<file path="src/rtl/stage_if_prefetch.sv">
// Instruction fetch stage: req/ack memory port, prefetch FIFO and registered IF/ID outputs.
// Handles redirect flush with in-flight response discard and halts fetch after a memory fault.

module stage_if_prefetch_chk (
   input logic        clk,
   input logic        rst,
   input logic        push,
   input logic        full,
   input logic        mem_req,
   input logic        mem_ack,
   input logic [31:0] mem_addr
);

   a_no_push_full: assert property (@(posedge clk) disable iff (rst) !(push && full));

   a_req_stable: assert property (@(posedge clk) disable iff (rst)
      (mem_req && !mem_ack) |=> (mem_req && $stable(mem_addr)));

endmodule

module stage_if_prefetch #(
   parameter int unsigned DEPTH        = 4,
   parameter logic [31:0] STARTUP_ADDR = 32'hBFC0_0000,
   parameter int unsigned EXC_WIDTH    = 5
) (
   input  logic                 clk,
   input  logic                 rst,
   input  logic                 stall,
   input  logic                 clear,
   input  logic                 jmp_flag,
   input  logic [31:0]          jmp_dest,
   output logic                 mem_req,
   output logic [31:0]          mem_addr,
   input  logic                 mem_ack,
   input  logic [31:0]          mem_data,
   input  logic [EXC_WIDTH-1:0] mem_exc_code,
   output logic                 id_valid,
   output logic [31:0]          id_instr,
   output logic [31:0]          id_next_pc,
   output logic [EXC_WIDTH-1:0] id_exc_code,
   output logic [31:0]          id_exc_addr
);

   localparam int unsigned PW = $clog2(DEPTH);
   localparam int unsigned CW = PW + 1;
   localparam logic [CW-1:0] DEPTH_C    = CW'(DEPTH);
   localparam logic [CW-1:0] CNT_ZERO_C = {CW{1'b0}};
   localparam logic [CW-1:0] CNT_ONE_C  = CW'(1'b1);
   localparam logic [PW-1:0] PTR_ZERO_C = {PW{1'b0}};
   localparam logic [PW-1:0] PTR_ONE_C  = PW'(1'b1);
   localparam logic [EXC_WIDTH-1:0] EC_NONE = {EXC_WIDTH{1'b0}};

   typedef struct packed {
      logic [31:0]          instr;
      logic [31:0]          next_pc;
      logic [EXC_WIDTH-1:0] exc;
      logic [31:0]          addr;
   } entry_t;

   localparam entry_t ENTRY_ZERO_C = '{instr: 32'h0, next_pc: 32'h0, exc: EC_NONE, addr: 32'h0};

   entry_t          fifo_r [DEPTH];
   logic [PW-1:0]   wr_ptr_r;
   logic [PW-1:0]   rd_ptr_r;
   logic [CW-1:0]   count_r;
   logic [CW-1:0]   count_nxt_s;
   logic [31:0]     pc_r;
   logic [31:0]     req_addr_r;
   logic            outstanding_r;
   logic            drop_r;
   logic            halted_r;
   entry_t          out_r;
   logic            out_valid_r;

   logic            empty_s;
   logic            full_s;
   logic            mem_req_s;
   logic [31:0]     mem_addr_s;
   logic            ack_s;
   logic            push_s;
   logic            fault_s;
   logic            avail_s;
   logic            consume_s;
   logic            fifo_wr_s;
   logic            fifo_rd_s;
   entry_t          new_entry_s;
   entry_t          head_s;

   assign empty_s    = (count_r == CNT_ZERO_C);
   assign full_s     = (count_r == DEPTH_C);
   // A live request keeps its address, even across a redirect, until acknowledged.
   assign mem_addr_s = outstanding_r ? req_addr_r : pc_r;
   assign mem_req_s  = ~rst & (outstanding_r | (~halted_r & ~full_s));
   assign ack_s      = mem_req_s & mem_ack;
   assign push_s     = ack_s & ~drop_r & ~jmp_flag;
   assign fault_s    = (mem_exc_code != EC_NONE);
   // The incoming word counts as the head when the FIFO is empty, giving one-cycle fill latency.
   assign avail_s    = ~empty_s | push_s;
   assign consume_s  = ~stall & ~jmp_flag & avail_s;
   assign fifo_wr_s  = push_s & ~(empty_s & consume_s);
   assign fifo_rd_s  = consume_s & ~empty_s;

   // Build the entry for an accepted response and select the head seen by the output stage
   always_comb begin
      new_entry_s         = ENTRY_ZERO_C;
      new_entry_s.instr   = fault_s ? 32'h0 : mem_data;
      new_entry_s.next_pc = mem_addr_s + 32'd4;
      new_entry_s.exc     = mem_exc_code;
      new_entry_s.addr    = fault_s ? mem_addr_s : 32'h0;
      if (empty_s) begin
         head_s = new_entry_s;
      end else begin
         head_s = fifo_r[rd_ptr_r];
      end
   end

   // Occupancy update from this cycle's write and read
   always_comb begin
      count_nxt_s = count_r;
      case ({fifo_wr_s, fifo_rd_s})
         2'b10:   count_nxt_s = count_r + CNT_ONE_C;
         2'b01:   count_nxt_s = count_r - CNT_ONE_C;
         default: count_nxt_s = count_r;
      endcase
   end

   // Fetch control: pc, outstanding request, drop of a redirected response, fault halt
   always_ff @(posedge clk) begin
      if (rst) begin
         pc_r          <= STARTUP_ADDR;
         req_addr_r    <= STARTUP_ADDR;
         outstanding_r <= 1'b0;
         drop_r        <= 1'b0;
         halted_r      <= 1'b0;
      end else begin
         outstanding_r <= mem_req_s & ~ack_s;
         req_addr_r    <= mem_addr_s;
         if (jmp_flag) begin
            pc_r     <= jmp_dest;
            halted_r <= 1'b0;
            drop_r   <= mem_req_s & ~ack_s;
         end else if (ack_s) begin
            drop_r <= 1'b0;
            if (!drop_r) begin
               pc_r <= mem_addr_s + 32'd4;
               if (fault_s) begin
                  halted_r <= 1'b1;
               end
            end
         end
      end
   end

   // FIFO pointers and occupancy; a redirect empties the queue
   always_ff @(posedge clk) begin
      if (rst || jmp_flag) begin
         wr_ptr_r <= PTR_ZERO_C;
         rd_ptr_r <= PTR_ZERO_C;
         count_r  <= CNT_ZERO_C;
      end else begin
         if (fifo_wr_s) begin
            wr_ptr_r <= wr_ptr_r + PTR_ONE_C;
         end
         if (fifo_rd_s) begin
            rd_ptr_r <= rd_ptr_r + PTR_ONE_C;
         end
         count_r <= count_nxt_s;
      end
   end

   // FIFO storage; contents are only read behind a valid count
   always_ff @(posedge clk) begin
      if (!rst && !jmp_flag && fifo_wr_s) begin
         fifo_r[wr_ptr_r] <= new_entry_s;
      end
   end

   // IF/ID output register: holds on stall, bubble on clear/redirect/empty
   always_ff @(posedge clk) begin
      if (rst) begin
         out_r       <= ENTRY_ZERO_C;
         out_valid_r <= 1'b0;
      end else if (!stall) begin
         if (consume_s && !clear) begin
            out_r       <= head_s;
            out_valid_r <= 1'b1;
         end else begin
            out_r       <= ENTRY_ZERO_C;
            out_valid_r <= 1'b0;
         end
      end
   end

   assign mem_req     = mem_req_s;
   assign mem_addr    = mem_addr_s;
   assign id_valid    = out_valid_r;
   assign id_instr    = out_r.instr;
   assign id_next_pc  = out_r.next_pc;
   assign id_exc_code = out_r.exc;
   assign id_exc_addr = out_r.addr;

   stage_if_prefetch_chk u_chk (
      .clk      (clk),
      .rst      (rst),
      .push     (fifo_wr_s),
      .full     (full_s),
      .mem_req  (mem_req_s),
      .mem_ack  (mem_ack),
      .mem_addr (mem_addr_s)
   );

endmodule

</file>
<file path="config.mk">
export PLATFORM = sky130hd
export DESIGN_NAME = stage_if_prefetch
export DESIGN_NICKNAME = d
export VERILOG_FILES = /design/src/rtl/stage_if_prefetch.sv
export SDC_FILE = /design/constraint.sdc
export NUM_CORES = 1
export LEC_CHECK = 0
export CAP_MARGIN = 20
export CELL_PAD_IN_SITES_DETAIL_PLACEMENT = 0
export CELL_PAD_IN_SITES_GLOBAL_PLACEMENT = 2
export CORE_UTILIZATION = 44
export DETAILED_ROUTE_END_ITERATION = 10
export PLACE_DENSITY_LB_ADDON = 0.1
export SYNTH_ARGS = -nofsm -noshare
export SYNTH_HDL_FRONTEND = slang
export SYNTH_SLANG_ARGS = --single-unit
</file>
<file path="constraint.sdc">
create_clock -name clk -period 7.2 [get_ports clk]
set_input_delay 0.72 -clock clk [delete_from_list [all_inputs] [get_ports clk]]
set_output_delay 0.72 -clock clk [all_outputs]
set_load 0.03 [all_outputs]
</file>
[Word level (Yosys, flattened, before mapping)]
Memories as Yosys holds them, arrays and structs flattened. A register that Yosys moved wholly into a read port is not among the register bits.
Index checks and enable logic that the tools add are counted.
Cells by class
  $add $sub $neg: 5
  eq/ne operators: 4
  multiplexer cells: 16
  bitwise logic cells: 22
  reductions and logical operators: 14
Operator list (number)
  101-bit two-way mux: 2
  32-bit two-way mux: 6
  32-bit by 3-bit adder with 32-bit output, second input constant: 1
  1-bit AND: 11
  1-bit NOT: 9
  3-bit case mux with 2 select lines: 1
  1-bit two-way mux: 5
  5-bit nonzero test: 1
  2-bit by 1-bit adder with 2-bit output, second input constant: 2
  2-bit two-way mux: 2
  2-bit nonzero test: 2
  3-bit by 1-bit adder with 3-bit output, second input constant: 1
  3-bit equality test, second input constant: 1
  1-bit logical AND: 3
  1-bit logical NOT: 3
  3-bit logical NOT: 1
  3-bit AND reduction: 1
  3-bit by 1-bit subtractor with 3-bit output, second input constant: 1
  2-bit by 1-bit equality test with 1-bit output, second input constant: 1
  2-bit equality test, second input constant: 1
  2-bit inequality test, second input constant: 1
  1-bit OR: 2
  2-bit AND reduction: 1
  2-bit OR reduction: 1
  1-bit logical OR: 1
Storage, ports and cells
  flip-flop bits (word level): 176
  memory bits (writable): 404
  output and inout bits: 135
  logic and storage cells: 75
  memories: 1
Memories
  fifo_r: depth 4, bits a word 101, read ports 1, clocked after Yosys merged registers in 1, write ports 1, RTL line 62  | entry_t fifo_r [DEPTH];

[Depth between registers and ports, before layout]
  depth after elaboration: 16
  depth in mapped cells: 13

[Worst setup path after synthesis]
Ideal clock, no wire load.
  path kind: in2reg
  start: input port rst
  end: memory fifo_r[0][0] in the netlist's numbering, enable pin
  library setup time: 0.472 ns
  data arrival time: 4.100 ns
  data required time: 6.728 ns
  path slack: 2.628 ns
  stages on the path: 4
  cells stage by stage: or4_1 nor2_1 o21a_1 and2_1
On the way
  word-level cells in the longest chain between the ends: 13
  elaborated cells between the ends (all ways): 15
  classes of those cells: mux: 2; bitwise: 10; reduce/logical: 3
Ends and longest elaborated chain
  start: declaration: RTL line 27  | input logic rst,
  1-bit NOT: RTL line 93  | assign mem_req_s = ~rst & (outstanding_r | (~halted_r & ~full_s));
  1-bit AND: RTL line 93
  1-bit AND: RTL line 94  | assign ack_s = mem_req_s & mem_ack;
  1-bit AND (2 in a row): RTL line 95  | assign push_s = ack_s & ~drop_r & ~jmp_flag;
  1-bit OR: RTL line 98  | assign avail_s = ~empty_s | push_s;
  1-bit AND: RTL line 99  | assign consume_s = ~stall & ~jmp_flag & avail_s;
  1-bit AND: RTL line 100  | assign fifo_wr_s = push_s & ~(empty_s & consume_s);
  1-bit NOT: RTL line 100
  1-bit AND: RTL line 100
  1-bit logical AND *: RTL line 173  | if (!rst && !jmp_flag && fifo_wr_s) begin
  1-bit two-way mux *: RTL line 173
  1-bit two-way mux (implied by the code) *: RTL line 174  | fifo_r[wr_ptr_r] <= new_entry_s;
  end: declaration: RTL line 62
Mark *: on every way between the ends. The rest lies on a longest branch, timed or not.

[Worst setup path in the final report]
  start: register outstanding_r
  end: output port mem_addr[23]
On the way
  word-level cells in the longest chain between the ends: 1
Ends and longest elaborated chain
  start: declaration: RTL line 69  | logic outstanding_r;
  start signal: assignment: RTL line 136  | outstanding_r <= mem_req_s & ~ack_s;
  32-bit two-way mux: RTL line 92  | assign mem_addr_s = outstanding_r ? req_addr_r : pc_r;
  end: declaration: RTL line 33  | output logic [31:0] mem_addr,
Every way passes these cells.

==> report_table.html <==
<table>
<tr><th>Metric</th><th>Value</th></tr>
<tr><th colspan="2">Yosys</th></tr>
<tr><td>Number of synthesized register bits</td><td>between 500 and 600</td></tr>
<tr><td>Synthesized netlist net count</td><td>approximately 1.8k</td></tr>
<tr><td>Synth top cells by count</td><td>edfxtp_1 (404), dfxtp_1 (178), nor2_1 (166), a21oi_1 (158), nand2_1 (123)</td></tr>
<tr><td>Cell types occupying the most area after synthesis</td><td>edfxtp_1 (52%), dfxtp_1 (15%), mux4_2 (9.7%), a21oi_1 (3.4%), nor2_1 (2.7%)</td></tr>
<tr><td>Post-synth EDFFs</td><td>between 400 and 500</td></tr>
<tr><td>Most numerous cell in the Yosys netlist</td><td>edfxtp_1</td></tr>
<tr><td>Cell type with the highest aggregate area in the netlist</td><td>edfxtp_1</td></tr>
<tr><td>Count of different cell masters after synthesis</td><td>a little under 60</td></tr>
<tr><td>Yosys top cell area share</td><td>51.8%</td></tr>
<tr><td>Most common flop cell mapped by yosys</td><td>edfxtp_1</td></tr>
<tr><td>Fraction of the yosys area taken by sequential cells</td><td>roughly 67%</td></tr>
<tr><td>Fraction of synthesis flops using an asynchronous set or reset pin</td><td>0%</td></tr>
<tr><td>Mean area per synthesized cell</td><td>between 10 and 15 um^2</td></tr>
<tr><td>Netlist area before placement</td><td>23,400 um^2</td></tr>
<tr><td>Yosys warning count</td><td>0</td></tr>
<tr><td>Cell count after synthesis</td><td>around 1.7k</td></tr>
<tr><th colspan="2">Worst setup path</th></tr>
<tr><td>Crit path cell chain</td><td>buf_4, mux2i_1, inv_1, clkdlybuf4s50_1</td></tr>
<tr><td>Kind of cell adding the most delay to the critical path</td><td>buffers and inverters</td></tr>
<tr><td>Worst flop-to-flop path endpoint</td><td>fifo_r[2][56]</td></tr>
<tr><td>Largest stage delay, worst path</td><td>roughly 0.86 ns</td></tr>
<tr><td>Cell at the slowest stage of the critical path</td><td>mux2i_1</td></tr>
<tr><td>Critical path type</td><td>register to output port</td></tr>
<tr><td>Reg-to-Reg Start</td><td>outstanding_r</td></tr>
<tr><td>CP max FO</td><td>50</td></tr>
<tr><td>Arr. time, crit path</td><td>around 3.5 ns</td></tr>
<tr><td>Logic depth of the worst register-to-register path</td><td>7</td></tr>
<tr><td>Startpoint kind of the worst setup timing path</td><td>register</td></tr>
<tr><td>Worst path buffer plus inverter count</td><td>3</td></tr>
<tr><td>Required time worst endpoint</td><td>6.48 ns</td></tr>
<tr><td>Worst reg2reg setup slack</td><td>about 3.2 ns</td></tr>
<tr><td>Endpoint class of the critical path</td><td>output port</td></tr>
<tr><th colspan="2">Floorplanning</th></tr>
<tr><td>DIE WIDTH</td><td>around 230 um</td></tr>
<tr><td>Die Area</td><td>between 50,000 and 60,000 um^2</td></tr>
<tr><td>Ports</td><td>210</td></tr>
<tr><td>Core Rows</td><td>84</td></tr>
<tr><td>Die Y-Extent</td><td>between 200 and 250 um</td></tr>
<tr><td>Floorplan core area</td><td>roughly 53,000 um^2</td></tr>
<tr><td>Initial standard-cell utilization of the core</td><td>44.5%</td></tr>
<tr><th colspan="2">Drt</th></tr>
<tr><td>Vias per cell</td><td>between 5 and 6</td></tr>
<tr><td>Aggregate routed wire length</td><td>roughly 60,000 um</td></tr>
<tr><td>Post-detailed-route DRC marker count</td><td>0</td></tr>
<tr><td>Vias post-DR</td><td>14.4k</td></tr>
<tr><td>Pre-antenna DRT Iters</td><td>5</td></tr>
<tr><td>Wire per inst</td><td>roughly 23 um</td></tr>
<tr><td>Detail Route Antenna Nets</td><td>0</td></tr>
<tr><td>Count of routing violations after the opening detailed-route iteration</td><td>854</td></tr>
<tr><th colspan="2">Layout</th></tr>
<tr><td>Area growth from synthesis to final layout</td><td>20.4%</td></tr>
<tr><td>Final-stage net count</td><td>1,958</td></tr>
<tr><td>Final Instance Area</td><td>28,200 um^2</td></tr>
<tr><td>Antenna cell count</td><td>0</td></tr>
<tr><td>Non-filler instance count after layout</td><td>2,614</td></tr>
<tr><td>Proportion of layout cells with a drive suffix above 1</td><td>between 10% and 20%</td></tr>
<tr><th colspan="2">STA</th></tr>
<tr><td>Worst clock skew</td><td>~0.019 ns</td></tr>
<tr><td>Transition time of the tightest slew-check pin</td><td>0.989 ns</td></tr>
<tr><td>Number of pins with negative max-slew slack in the final report</td><td>0</td></tr>
<tr><td>Share of the clock period used by the worst path after layout</td><td>58.0%</td></tr>
<tr><td>Worst slew margin</td><td>33.7%</td></tr>
<tr><td>Highest Clock Rate</td><td>about 240 MHz</td></tr>
<tr><td>Hold Fails Final Rpt</td><td>0</td></tr>
<tr><td>Number of endpoints failing setup at the final stage</td><td>0</td></tr>
<tr><td>RSZ-0062 raised after global routing</td><td>no</td></tr>
<tr><td>TNS Setup</td><td>0 ns</td></tr>
<tr><td>Final critical-path required period</td><td>4.18 ns</td></tr>
<tr><th colspan="2">Global routing</th></tr>
<tr><td>Number of antenna violations at the first check in global routing</td><td>0</td></tr>
<tr><td>Via count of the first global-routing pass</td><td>14.7k</td></tr>
<tr><td>Global-route wire length before repair</td><td>around 90,000 um</td></tr>
<tr><td>Aggregate global-route resource usage</td><td>between 20% and 30%</td></tr>
<tr><td>Pin count of the biggest net entering global routing</td><td>99</td></tr>
<tr><td>Grt ovf</td><td>0</td></tr>
<tr><th colspan="2">Power</th></tr>
<tr><td>Worst supply voltage drop on vdd</td><td>0.193 mV</td></tr>
<tr><td>Power density over the cells</td><td>255 nW/um^2</td></tr>
<tr><td>Leakage power</td><td>about 0.0091 uW</td></tr>
<tr><th colspan="2">Clocking</th></tr>
<tr><td>H-tree level count</td><td>2</td></tr>
<tr><td>Clk Latency, worst-skew pair</td><td>approximately 0.61 ns</td></tr>
<tr><td>Clock tree from TritonCTS</td><td>done</td></tr>
<tr><td>CTS Buf Count</td><td>60</td></tr>
<tr><td>Clk slew on worst S/H paths</td><td>0.07 ns</td></tr>
<tr><td>Root cell of the clock tree</td><td>clkbuf_16</td></tr>
<tr><td>Maximum root-to-sink buffer count</td><td>3</td></tr>
<tr><td>Gates resized, CTS repair</td><td>0</td></tr>
<tr><td>CTS Hold Bufs</td><td>0</td></tr>
<tr><td>Sink count of the clock tree</td><td>a little under 600</td></tr>
<tr><td>Post-CTS setup buffers</td><td>0</td></tr>
<tr><th colspan="2">Flow run</th></tr>
<tr><td>Max-cap violation count</td><td>0</td></tr>
<tr><th colspan="2">Run status</th></tr>
<tr><td>Result of the run</td><td>completed</td></tr>
<tr><th colspan="2">Placement</th></tr>
<tr><td>Half-perimeter wire length of the detailed placement result</td><td>roughly 36,000 um</td></tr>
<tr><td>Total placed instance area</td><td>roughly 26,000 um^2</td></tr>
<tr><td>Number of input and output port buffers inserted</td><td>roughly 210</td></tr>
<tr><td>GP Congestion</td><td>0.840</td></tr>
<tr><td>DP Cell Count</td><td>2,502</td></tr>
<tr><th colspan="2">Worst hold path</th></tr>
<tr><td>Path type of the worst min-delay path</td><td>register to register</td></tr>
<tr><td>WHS Endpoint</td><td>id_valid</td></tr>
<tr><td>Instance count along the most critical hold path</td><td>2</td></tr>
<tr><td>Start point of the worst hold path</td><td>id_valid</td></tr>
</table>
==> placed cells by master, fill, tap and decap left out, types with 4 or more instances in the layout <==
cell type / n
clkbuf_8: 12
nor4_1: 4
a21oi_1: 158
o22ai_1: 7
nand4_1: 10
bufinv_16: 5
mux2i_1: 34
edfxtp_1: 404
o21ai_0: 27
clkbuf_16: 61
nand3_1: 53
dfxtp_1: 175
clkinv_2: 11
a211oi_1: 7
a222oi_1: 4
nand4b_1: 8
buf_4: 24
clkbuf_1: 14
nor2_1: 164
and2_4: 4
buf_12: 5
and2_1: 35
clkdlybuf4s50_1: 206
ha_1: 6
nor3_1: 40
nand2_1: 123
or4_1: 6
inv_1: 61
xnor2_1: 27
a221oi_1: 10
a22oi_1: 17
clkinv_1: 5
a2bb2oi_1: 33
mux4_2: 101
a22o_1: 5
==> how the worst max path moves through the flow <==
| stage | start | end | cells after the start |
|---|---|---|---|
| after floorplan | rst | fifo_r[0][0] | 4 |
| after global placement | outstanding_r | fifo_r[2][56] | 7 |
| after detailed placement | outstanding_r | fifo_r[2][26] | 7 |
| after CTS | outstanding_r | mem_addr[23] | 4 |
| after global routing | outstanding_r | mem_addr[30] | 4 |
| final | outstanding_r | mem_addr[23] | 4 |
==> layer usage <==
metal  vias to the layer above  wire length [um]  global-route usage [%]
met5                         -                 0                       0
met2                       378             29900                    38.1
met3                        80              2770                    3.52
li1                       6747                 -                       -
met4                         0              1530                    6.58
met1                      7215             25500                    29.3
==> worst reg2reg max path: cells and delay by family (launching register included) <==
kind                   cells  cell delay [ns]
and+or+nand+nor            4             1.80
buffers and inverters      2             0.98
DFF                        1             0.61
AOI/OAI and AO/OA          1             0.28
==> report_power, final <==
part | internal (uW) | switching, uW
clock network | 1850 | 1260
registers | 3620 | 26.8
logic | 157 | 277
total | 5630 | 1570
==> registers in the layout, indices dropped and copies added (netlist names), 3 cells and up, named ones only <==
register,count
id_instr,32
pc_r,32
count_r,3
req_addr_r,32
fifo_r,404
id_exc_code,5
id_next_pc,32
id_exc_addr,32
==> area by class of cell <==
type	instances	area (um^2)
repair buffers	237	2360
well taps	688	861
flip-flops and latches	582	15700
clock inverters	25	256
multi-input cells	934	7040
fillers	4445	24400
clock buffers	87	1740
inverters	61	229
==> stage by stage <==
step | setup slack (ns) | hold WS [ns] | utilization, % | total power (uW)
6_report | 3.02 | 0.469 | 53.6 | 7190
3_3_place_gp | 3.12 | 0.456 | 49.8 | 4150
4_1_cts | 2.95 | 0.473 | 53.6 | 7270
2_1_floorplan | 2.63 | 0.432 | - | 3960
3_5_place_dp | 3.10 | 0.464 | 49.8 | 4150
5_1_grt | 2.80 | 0.495 | 53.6 | 7420
==> kinds of logic after synthesis <==
| logic type | after synthesis | share of synthesized area (%) |
|---|---|---|
| flops | 582 | 67.1 |
| simple gates | 473 | 9.36 |
| compound gates | 287 | 7.69 |
| buf+inv | 177 | 3.08 |
| mux | 137 | 11.3 |
| xor+xnor | 30 | 1.12 |
| fa+ha+maj | 7 | 0.406 |
(Power assumes the default switching activity.)
